==> src/rtl/queue_pkg.sv <==
// queue_pkg: shared constants and helpers for the queue FIFO.
//   QUEUE_DEFAULT_WIDTH / QUEUE_DEFAULT_DEPTH : default parameter values
//   queue_ptr_width()                         : pointer width for a given depth
package queue_pkg;

    localparam int unsigned QUEUE_DEFAULT_WIDTH = 8;
    localparam int unsigned QUEUE_DEFAULT_DEPTH = 8;

    // Smallest w with 2**w >= depth. For a power-of-two depth this is log2.
    function automatic int unsigned queue_ptr_width(input int unsigned depth);
        int unsigned w;
        w = 0;
        while ((32'd1 << w) < depth) begin
            w++;
        end
        return w;
    endfunction

endpackage

==> src/rtl/queue_if.sv <==
// queue_if: request/status bundle between a queue and its user.
//   push, pop, data_in       : requests from the user (master)
//   data_out, empty, full,
//   count                    : registered results from the queue (slave)
//   clear_err, overflow,
//   underflow                : sticky error handling, present only when
//                              QUEUE_ERR_EN is defined
interface queue_if
    import queue_pkg::*;
#(
    parameter int unsigned WIDTH = QUEUE_DEFAULT_WIDTH,
    parameter int unsigned DEPTH = QUEUE_DEFAULT_DEPTH
);
    localparam int unsigned AW = queue_ptr_width(DEPTH);

    logic             push;
    logic             pop;
    logic [WIDTH-1:0] data_in;
    logic [WIDTH-1:0] data_out;
    logic             empty;
    logic             full;
    logic [AW:0]      count;
`ifdef QUEUE_ERR_EN
    logic             clear_err;
    logic             overflow;
    logic             underflow;

    modport master (
        output push, pop, data_in, clear_err,
        input  data_out, empty, full, count, overflow, underflow
    );
    modport slave (
        input  push, pop, data_in, clear_err,
        output data_out, empty, full, count, overflow, underflow
    );
`else
    modport master (
        output push, pop, data_in,
        input  data_out, empty, full, count
    );
    modport slave (
        input  push, pop, data_in,
        output data_out, empty, full, count
    );
`endif

endinterface

==> src/rtl/queue_mem.sv <==
// queue_mem: DEPTH x WIDTH register array for the queue.
//   clk, rst_n    : clock and asynchronous active-low reset (read register only)
//   we/waddr/wdata: synchronous write port
//   re/raddr/rdata: synchronous read port; rdata holds until the next re
// Array contents are not reset.
module queue_mem #(
    parameter int unsigned WIDTH = 8,
    parameter int unsigned DEPTH = 8,
    parameter int unsigned AW    = 3
) (
    input  logic             clk,
    input  logic             rst_n,
    input  logic             we,
    input  logic [AW-1:0]    waddr,
    input  logic [WIDTH-1:0] wdata,
    input  logic             re,
    input  logic [AW-1:0]    raddr,
    output logic [WIDTH-1:0] rdata
);

    logic [WIDTH-1:0] mem [DEPTH];

    always_ff @(posedge clk) begin
        if (we) begin
            mem[waddr] <= wdata;
        end
    end

    // Read samples the pre-edge contents, so a same-address write and read
    // on a full queue returns the old (oldest) word.
    always_ff @(posedge clk or negedge rst_n) begin
        if (!rst_n) begin
            rdata <= '0;
        end else if (re) begin
            rdata <= mem[raddr];
        end
    end

endmodule

==> src/rtl/queue.sv <==
// queue: single-clock register-array FIFO.
//   clk     : rising-edge clock
//   reset_n : asynchronous active-low reset
//   q       : queue_if.slave -- push/pop/data_in in; data_out/empty/full/count
//             out (all registered); with QUEUE_ERR_EN defined also clear_err in
//             and sticky overflow/underflow out.
// Build option: QUEUE_ERR_EN enables the sticky error flags.
module queue
    import queue_pkg::*;
#(
    parameter int unsigned WIDTH = QUEUE_DEFAULT_WIDTH,
    parameter int unsigned DEPTH = QUEUE_DEFAULT_DEPTH
) (
    input  logic   clk,
    input  logic   reset_n,
    queue_if.slave q
);
    localparam int unsigned AW = queue_ptr_width(DEPTH);
    localparam logic [AW:0] COUNT_FULL = (AW + 1)'(DEPTH);

    logic [AW-1:0] wr_ptr;
    logic [AW-1:0] rd_ptr;
    logic [AW:0]   count_r;
    logic [AW:0]   count_nxt;
    logic          empty_r;
    logic          full_r;
    logic          push_ok;
    logic          pop_ok;

    // A push into a full queue is accepted when a pop frees a slot that edge.
    assign pop_ok  = q.pop && !empty_r;
    assign push_ok = q.push && (!full_r || pop_ok);

    always_comb begin
        count_nxt = count_r;
        case ({push_ok, pop_ok})
            2'b10:   count_nxt = count_r + (AW + 1)'(1);
            2'b01:   count_nxt = count_r - (AW + 1)'(1);
            default: count_nxt = count_r;
        endcase
    end

    always_ff @(posedge clk or negedge reset_n) begin
        if (!reset_n) begin
            wr_ptr  <= '0;
            rd_ptr  <= '0;
            count_r <= '0;
            empty_r <= 1'b1;
            full_r  <= 1'b0;
        end else begin
            if (push_ok) begin
                wr_ptr <= wr_ptr + AW'(1);
            end
            if (pop_ok) begin
                rd_ptr <= rd_ptr + AW'(1);
            end
            count_r <= count_nxt;
            empty_r <= (count_nxt == '0);
            full_r  <= (count_nxt == COUNT_FULL);
        end
    end

    assign q.count = count_r;
    assign q.empty = empty_r;
    assign q.full  = full_r;

    queue_mem #(
        .WIDTH (WIDTH),
        .DEPTH (DEPTH),
        .AW    (AW)
    ) u_mem (
        .clk   (clk),
        .rst_n (reset_n),
        .we    (push_ok),
        .waddr (wr_ptr),
        .wdata (q.data_in),
        .re    (pop_ok),
        .raddr (rd_ptr),
        .rdata (q.data_out)
    );

`ifdef QUEUE_ERR_EN
    logic overflow_r;
    logic underflow_r;

    // clear_err wins over a set in the same cycle.
    always_ff @(posedge clk or negedge reset_n) begin
        if (!reset_n) begin
            overflow_r  <= 1'b0;
            underflow_r <= 1'b0;
        end else if (q.clear_err) begin
            overflow_r  <= 1'b0;
            underflow_r <= 1'b0;
        end else begin
            if (q.push && !push_ok) begin
                overflow_r <= 1'b1;
            end
            if (q.pop && !pop_ok) begin
                underflow_r <= 1'b1;
            end
        end
    end

    assign q.overflow  = overflow_r;
    assign q.underflow = underflow_r;
`endif

endmodule

==> src/flat_wrapper.sv <==
// flat-port wrapper written by rule: the top's interface ports become plain ports
module queue_flat import queue_pkg::*;
#(
    parameter int unsigned WIDTH = QUEUE_DEFAULT_WIDTH,
    parameter int unsigned DEPTH = QUEUE_DEFAULT_DEPTH
)
  (clk, reset_n, q_push, q_pop, q_data_in, q_data_out, q_empty, q_full, q_count);
  queue_if #(.WIDTH(WIDTH), .DEPTH(DEPTH)) q_i ();
  input  logic clk;
  input  logic reset_n;
  input wire logic [$bits(q_i.push)-1:0] q_push;
  input wire logic [$bits(q_i.pop)-1:0] q_pop;
  input wire logic [$bits(q_i.data_in)-1:0] q_data_in;
  output wire logic [$bits(q_i.data_out)-1:0] q_data_out;
  output wire logic [$bits(q_i.empty)-1:0] q_empty;
  output wire logic [$bits(q_i.full)-1:0] q_full;
  output wire logic [$bits(q_i.count)-1:0] q_count;
  assign q_i.push = q_push;
  assign q_i.pop = q_pop;
  assign q_i.data_in = q_data_in;
  assign q_data_out = q_i.data_out;
  assign q_empty = q_i.empty;
  assign q_full = q_i.full;
  assign q_count = q_i.count;
  queue #(.WIDTH(WIDTH), .DEPTH(DEPTH)) u_core (.clk(clk), .reset_n(reset_n), .q(q_i));
endmodule
==> config.mk <==
export PLATFORM = sky130hd
export DESIGN_NAME = queue_flat
export DESIGN_NICKNAME = d
export VERILOG_FILES = /design/src/rtl/queue_pkg.sv /design/src/rtl/queue_if.sv /design/src/rtl/queue_mem.sv /design/src/rtl/queue.sv /design/src/flat_wrapper.sv
export SDC_FILE = /design/constraint.sdc
export NUM_CORES = 1
export LEC_CHECK = 0
export BUFFER_PORTS_ARGS = -buffer_cell sky130_fd_sc_hd__clkbuf_2
export CORE_ASPECT_RATIO = 0.9
export CORE_MARGIN = 2
export CORE_UTILIZATION = 59
export CTS_BUF_LIST = sky130_fd_sc_hd__clkbuf_16
export CTS_CLUSTER_SIZE = 30
export DETAILED_ROUTE_END_ITERATION = 12
export PLACE_DENSITY = 0.78
export SETUP_SLACK_MARGIN = 0.3
export SYNTH_ARGS = -nofsm -noshare
export SYNTH_HDL_FRONTEND = slang
export SYNTH_SLANG_ARGS = --single-unit
==> constraint.sdc <==
create_clock -name clk -period 2.85 [get_ports clk]
set_input_delay 0.285 -clock clk [delete_from_list [all_inputs] [get_ports clk]]
set_output_delay 0.285 -clock clk [all_outputs]
set_load 0.01 [all_outputs]
==> impl_metrics.csv, run 1 <==
group,metric,value,unit
run_status,outcome,"finished clean",
grt,track_usage,0.2064,
setup_path,slowest_stage,"dfstp_2",
grt,grt_max_degree,21,
sta,final-setup-viol-count,0,
power,total_power,4.152,mW
grt,grt_overflow,0,
setup_path,ff2ff_setup_slack,0.48,ns
cts,cts.sink_count,84,
min_path,hold_end,"u_core.u_mem.mem[3][7]",
routing,via_per_inst,5.678,
setup_path,r2r.worst_path.cells,10,
cts,cts-buffers-inserted,9,
routing,ant_nets,0,
floorplan,ioPinCount,26,
power,pwr-share-comb,0.296,
floorplan,rows,26,
setup_path,endpoint_kind,"register",
setup_path,critical_path_depth,10,
logic_synthesis,synthCells,190,
setup_path,critPathMaxStageDelay,0.52,ns
logic_synthesis,synth_seq_area_share,0.7031,
setup_path,critPathTopFamily,"compound AO/OA/AOI/OAI gates",
power,power_density,1040,mW/mm^2
grt,grt_pass1_vias,1850,
placement,dp.cells,290,
sta,tightest_slew,0.7992,ns
final_layout,stdcell_count,307,
placement,port_buffers,25,
sta,period_minus_slack,2.373,ns
routing,drtIter0Drc,150,
routing,wl_per_cell,19.33,um
final_layout,fill_cells,358,
setup_path,critical_path_arrival,2.62,ns
setup_path,rr_startpoint,"u_core.q.empty",
sta,timing.final.ws_setup,0.4771,ns
setup_path,r2r-end,"u_core.q.empty",
cts,cts_root_buf,"clkbuf_16",
logic_synthesis,synth-edff-count,64,
setup_path,required,3.10,ns
min_path,hold_depth,1,
cts,clockBufferDepth,2,
routing,drt_pass1_iterations,4,
logic_synthesis,async_reset_ff_frac,0.2381,
cts,clk-insertion-delay-late,0.33,ns
logic_synthesis,netlist_area,0.003447,mm^2
final_layout,multiInputGateArea,954.7,um^2
routing,drcViolationCount,0,
floorplan,initial_core_util,0.6090,
power,leakage,1.518,nW
sta,max_freq,421.4,MHz
floorplan,die_h,76.52,um
power,clkPwrFrac,0.259,
placement,routabilityCongestion,0.8107,
run,maxCapViolCount,0,
final_layout,final_layout_size_suffix_gt1_frac,0.2911,
setup_path,crit_path_max_fanout,5,
setup_path,cp_num_buf_inv,1,
logic_synthesis,syn_nets,207,
power,power.internal,2.903,mW
power,power.net_switching,1.248,mW
sta,fin_tns_setup,0,ns
logic_synthesis,yosysWarnings,0,
setup_path,critical_path_class,"register to register",
power,peakVddDrop,0.8264,mV
final_layout,diodes,0,
sta,min_period_over_period,0.8326,
sta,relSlewSlack,0.4672,
setup_path,crit_chain,"nand2b_1 > a21boi_1 > inv_1 > ha_2 > xor2_1 > ha_1 > nor3b_2 > nor2_1 > a211o_1 > a211oi_2",
logic_synthesis,synth.distinct_cells,34,
floorplan,die_w,84.57,um
final_layout,utilization,0.7053,
placement,dpl_cell_area,0.003692,mm^2
cts,h-tree-depth,3,
setup_path,worst_setup_path_start_kind,"register",
placement,place.detailed.hpwl,3.766,mm
final_layout,design_area,0.003993,mm^2
min_path,min_from,"q_data_in[7]",
logic_synthesis,syn_avg_cell_area,18.14,um^2
logic_synthesis,yosys_register_bits,84,
min_path,hp-class,"input pin to register",
power,seqPwrFrac,0.446,
final_layout,area_growth,15.83,%
sta,fin_skew,0.009050,ns
logic_synthesis,synth_ff_type,"edfxtp_1",
cts,cts_tree,"built",
routing,vias,1743,
final_layout,nets,249,
routing,drt-total-wl,5.933,mm
floorplan,die_area,0.006471,mm^2
power,p_sw_frac,0.3007,
grt,antenna_found_initial,0,
grt,grt_pass1_wl,9.473,mm
sta,worst_hold_slack,0.2206,ns
floorplan,coreArea,0.005660,mm^2
final_layout,register_area,0.002424,mm^2
sta,hold_viol,0,
placement,dp_slack,0.3875,ns
sta,rsz0062_at_grt,"false",
cts,cts.reportedPaths.clkPinSlew,0.05,ns
sta,drv_slew,0,
[cells by family (layout without fill, tap and decap cells)]
| group | Yosys count | in the layout | synth area share |
|---|---|---|---|
| AOI/OAI and AO/OA | 16 | 16 | 0.03775 |
| xor gates and xnor gates | 8 | 8 | 0.02033 |
| adders and majority gates | 5 | 5 | 0.01815 |
| buffers and inverters | 12 | 59 | 0.02214 |
| DFF | 84 | 84 | 0.7031 |
| muxes | 26 | 26 | 0.1419 |
| and+or+nand+nor | 39 | 39 | 0.05663 |
[registers in the layout (all words and copies together), names as in the netlist]
name / count
u_core.u_mem.mem: 64
u_core.u_mem.rdata: 8
u_core.q.count: 4
u_core.rd_ptr: 3
u_core.wr_ptr: 3
u_core.q.empty: 1
u_core.q.full: 1
[worst max path at each step]
stage,startpoint,endpoint,slack [ns]
finish,u_core.q.empty,u_core.q.empty,0.48
global placement,u_core.q.empty,u_core.q.empty,0.49
global route,u_core.q.empty,u_core.q.empty,0.30
floorplan,u_core.q.empty,u_core.q.empty,0.36
CTS,u_core.q.empty,u_core.q.empty,0.36
detailed placement,u_core.q.empty,u_core.q.empty,0.39
[power groups by stage]
stage	logic, mW	registers, mW	clock network, mW
floorplan	0.936	1.81	0
finish	1.23	1.85	1.07
detailed placement	1.22	1.87	0
global route	1.35	1.89	1.15
CTS	1.23	1.85	1.10
global placement	1.16	1.84	0
[placed cells by master, fill, tap and decap left out]
cell	Yosys	layout
a211o_1	1	1
a211oi_2	2	2
a21boi_1	1	1
a21oi_2	1	1
a2bb2oi_2	1	1
buf_4	1	12
bufinv_16	0	1
clkbuf_16	0	9
clkbuf_2	0	25
clkinv_4	0	1
dfrtp_1	19	19
dfstp_2	1	1
dlygate4sd3_1	0	1
edfxtp_1	64	64
ha_1	5	4
ha_2	0	1
inv_1	5	10
mux2_2	2	2
mux2i_1	8	8
mux4_1	7	7
mux4_2	9	9
nand2_1	16	16
nand2b_1	5	5
nand3b_1	2	2
nand4_1	1	1
nor2_1	7	7
nor3_1	2	2
nor3_2	1	1
nor3b_1	2	1
nor3b_2	0	1
o21a_2	1	1
o21ai_1	8	8
o32ai_2	1	1
or2_1	2	2
or3b_1	1	1
xnor2_1	6	6
xor2_1	2	2
[what timing repair did]
action                                 4_1_cts  5_1_grt
setup endpoints to repair                    0        2
endpoints found under the hold margin       19        0
gates resized for setup                      0        2
hold buffers                                 1        0
buffers inserted                             0        0
[layer usage]
layer	routed length [um]	GRT usage	up-vias
met3	286	0.07692	8
li1	-	-	815
met5	0	0	-
met2	3142	0.3291	51
met1	2412	0.2553	869
met4	92	0.08889	0
[worst reg2reg max path: stages (launching register included)]
cell and delay (ns):
dfstp_2 0.52, nand2b_1 0.16, a21boi_1 0.10, inv_1 0.08, ha_2 0.24, xor2_1 0.16
ha_1 0.26, nor3b_2 0.19, nor2_1 0.07, a211o_1 0.31, a211oi_2 0.19
[cells in the mapped netlist, types with 2 or more instances]
library cell  instances  share of area
nand2b_1              5         0.0091
o21ai_1               8          0.012
mux2_2                2         0.0065
xnor2_1               6          0.015
mux4_2                9          0.059
ha_1                  5          0.018
dfrtp_1              19           0.14
edfxtp_1             64           0.56
or2_1                 2         0.0036
xor2_1                2         0.0051
mux4_1                7          0.053
nor3b_1               2         0.0044
inv_1                 5         0.0054
buf_2                 3         0.0044
nand2_1              16          0.017
nand3b_1              2         0.0044
a211oi_2              2         0.0073
nor2_1                7         0.0076
mux2i_1               8          0.023
nor3_1                2         0.0029
[layout make-up]
class,instances,share of cell area
clock buffers,9,0.05641
clock inverters,7,0.01442
inverters,5,0.004701
multi-input cells,94,0.2391
flip-flops and latches,84,0.6070
well taps,70,0.02194
repair buffers,38,0.05641
No activity file was read; power rests on OpenSTA's default activity.
==> run 2: changes to the inputs <==
- ABC_AREA: default -> 1
- clock period: 2.85 -> 2.3 ns (I/O delays scaled with it)
==> run 2 against run 1 <==
Compared with the run above:
- combinational power grew 45%
- synthesized cell count grew 56%
- critical endpoint is now u_core.q.full
- worst hold slack got worse by 0.049 ns
- utilization is 1.5 points higher
==> impl_metrics.csv, run 2 <==
group,metric,value,unit
logic_synthesis,synthCells,296,
power,peakVddDrop,0.8731,mV
logic_synthesis,synth.distinct_cells,26,
cts,cts.sink_count,84,
run_status,outcome,"finished clean",
min_path,hp-class,"input pin to register",
routing,ant_nets,0,
setup_path,critical_path_arrival,2.22,ns
logic_synthesis,synth_top_area_frac,0.5537,
power,power.net_switching,1.919,mW
routing,wl_per_cell,16.76,um
setup_path,critical_path_class,"register to register",
setup_path,critPathTopFamily,"simple AND/OR/NAND/NOR gates",
setup_path,slowest_stage,"dfstp_2",
routing,drt_pass1_iterations,4,
sta,hold_viol,0,
logic_synthesis,yosysWarnings,0,
cts,h-tree-depth,3,
power,clkPwrFrac,0.253,
final_layout,regMostFlops,"u_core.u_mem.mem",
logic_synthesis,synth_seq_area_share,0.6983,
sta,period_minus_slack,1.952,ns
final_layout,final_cell_mix,"edfxtp_1, nor2_1, nand2_1, o21ai_0, clkbuf_2",
routing,drtIter0Drc,155,
sta,drv_slew,0,
grt,grt_pass1_vias,2111,
cts,clk-insertion-delay-late,0.34,ns
floorplan,coreArea,0.005693,mm^2
cts,cts_root_buf,"clkbuf_16",
cts,cts_tree,"built",
routing,vias,2321,
floorplan,die_area,0.006514,mm^2
logic_synthesis,synth_most_common_cell,"edfxtp_1",
sta,worst_hold_slack,0.1713,ns
grt,use_met1,0.2804,
logic_synthesis,yosys_register_bits,84,
sta,relSlewSlack,0.6389,
routing,drt-total-wl,6.938,mm
grt,met2_usage,0.3567,
logic_synthesis,async_reset_ff_frac,0.2381,
grt,use_met3,0.07643,
floorplan,ioPinCount,26,
cts,clockBufferDepth,2,
sta,min_period_over_period,0.8485,
placement,routabilityCongestion,0.8118,
run,maxCapViolCount,0,
power,power_density,1293,mW/mm^2
final_layout,area_growth,18.17,%
sta,fin_tns_setup,0,ns
final_layout,final_common_cell,"edfxtp_1",
logic_synthesis,synth-edff-count,64,
logic_synthesis,syn_avg_cell_area,11.73,um^2
final_layout,largest_reg_flops,64,
sta,tightest_slew,0.5416,ns
final_layout,nets,356,
sta,rsz0062_at_grt,"false",
final_layout,diodes,0,
setup_path,worst_setup_path_start_kind,"register",
routing,via_per_inst,5.606,
floorplan,die_w,84.85,um
setup_path,crit_chain,"nor2_4 > inv_2 > nand2_4 > nand2_4 > ha_4 > nand2_2 > inv_2 > nor2_2 > ha_1 > nand2_1 > nand2_1 > nor2_1 > o211ai_1 > nor2_1",
final_layout,final_layout_size_suffix_gt1_frac,0.2180,
floorplan,die_h,76.77,um
placement,port_buffers,25,
routing,drcViolationCount,0,
setup_path,endpoint_kind,"register",
logic_synthesis,yosysTopAreaCell,"edfxtp_1",
grt,grt_overflow,0,
grt,grt_pass1_wl,10.56,mm
setup_path,cp_num_buf_inv,2,
logic_synthesis,synth_area_leaders,"edfxtp_1, dfrtp_1, nor2_1, o21ai_0, nand2_1",
cts,cts.reportedPaths.clkPinSlew,0.06,ns
power,pwr-share-comb,0.335,
logic_synthesis,syn_nets,313,
grt,track_usage,0.2209,
setup_path,critPathMaxStageDelay,0.55,ns
power,p_sw_frac,0.3618,
cts,cts-buffers-inserted,9,
setup_path,required,2.57,ns
sta,fin_skew,0.004334,ns
final_layout,fill_cells,375,
grt,top_usage_layer,"met2",
logic_synthesis,netlist_top_cells_count,"edfxtp_1, nor2_1, nand2_1",
logic_synthesis,synth_ff_type,"edfxtp_1",
grt,grt_max_degree,35,
placement,place.detailed.hpwl,4.052,mm
sta,max_freq,512.4,MHz
floorplan,initial_core_util,0.6097,
power,seqPwrFrac,0.412,
power,leakage,1.647,nW
setup_path,crit_path_max_fanout,4,
power,power.internal,3.385,mW
logic_synthesis,netlist_area,0.003471,mm^2
grt,antenna_found_initial,0,
sta,final-setup-viol-count,0,
floorplan,rows,26,
## run 2: logic make-up (layout without fill, tap and decap cells)
group / Yosys count / count (layout) / share of synthesized area
compound gates: 62 / 62 / 0.1017
xor+xnor: 5 / 5 / 0.01262
fa+ha+maj: 5 / 5 / 0.01802
buf+inv: 33 / 81 / 0.04182
flops: 84 / 84 / 0.6983
simple gates: 107 / 107 / 0.1276
## run 2: per-layer routing
layer  vias up  share of wire
met2        75           0.51
met3         8          0.065
met4         0          0.012
li1       1119              -
met5         -              0
met1      1119           0.41
## run 2: cell type report
cell class              instances  area (um^2)  area share
clock buffers                   9        225.2     0.05491
clock inverters                 7        57.56     0.01403
inverters                      22        82.58     0.02013
multi-input cells             179        962.2      0.2346
flip-flops and latches         84         2424      0.5909
well taps                      70        87.58     0.02135
repair buffers                 43        262.8     0.06406
## run 2: power groups by stage
stage               Sequential (mW)  Clock, mW  Combinational, mW
floorplan                      2.21          0               1.12
global placement               2.19          0               1.58
detailed placement             2.20          0               1.63
CTS                            2.17       1.37               1.67
global route                   2.23       1.43               1.96
finish                         2.19       1.34               1.78
## run 2: repair_timing
item	CTS	global route
hold buffers	1	0
endpoints found under the hold margin	19	0
setup buffers	2	3
resized for setup	2	12
setup endpoints to repair	3	3
pin swaps	1	8
## run 2: per-stage QoR
step           power [mW]  instance area, um^2  cells  setup WS, ns    util
2_1_floorplan       3.330                 3471    296        0.3134       -
3_3_place_gp        3.772                 3711    392        0.1988  0.6519
3_5_place_dp        3.833                 3711    392        0.1392  0.6519
4_1_cts             5.208                 4031    411        0.3294  0.7081
5_1_grt             5.613                 4101    414        0.2817  0.7204
6_report            5.305                 4101    414        0.3485  0.7204
## run 2: path summary, 6_finish.rpt
path / cells past startpoint / end / from / slack (ns)
min reg2reg: 2 / u_core.u_mem.rdata[2] / u_core.u_mem.rdata[2] / 0.49
min in group asynchronous: 2 / u_core.u_mem.rdata[3] / reset_n / 0.41
max in group asynchronous: 2 / u_core.q.empty / reset_n / 1.53
max reg2reg: 14 / u_core.q.full / u_core.q.empty / 0.35
min: 1 / u_core.u_mem.mem[3][2] / q_data_in[2] / 0.17
max: 14 / u_core.q.full / u_core.q.empty / 0.35
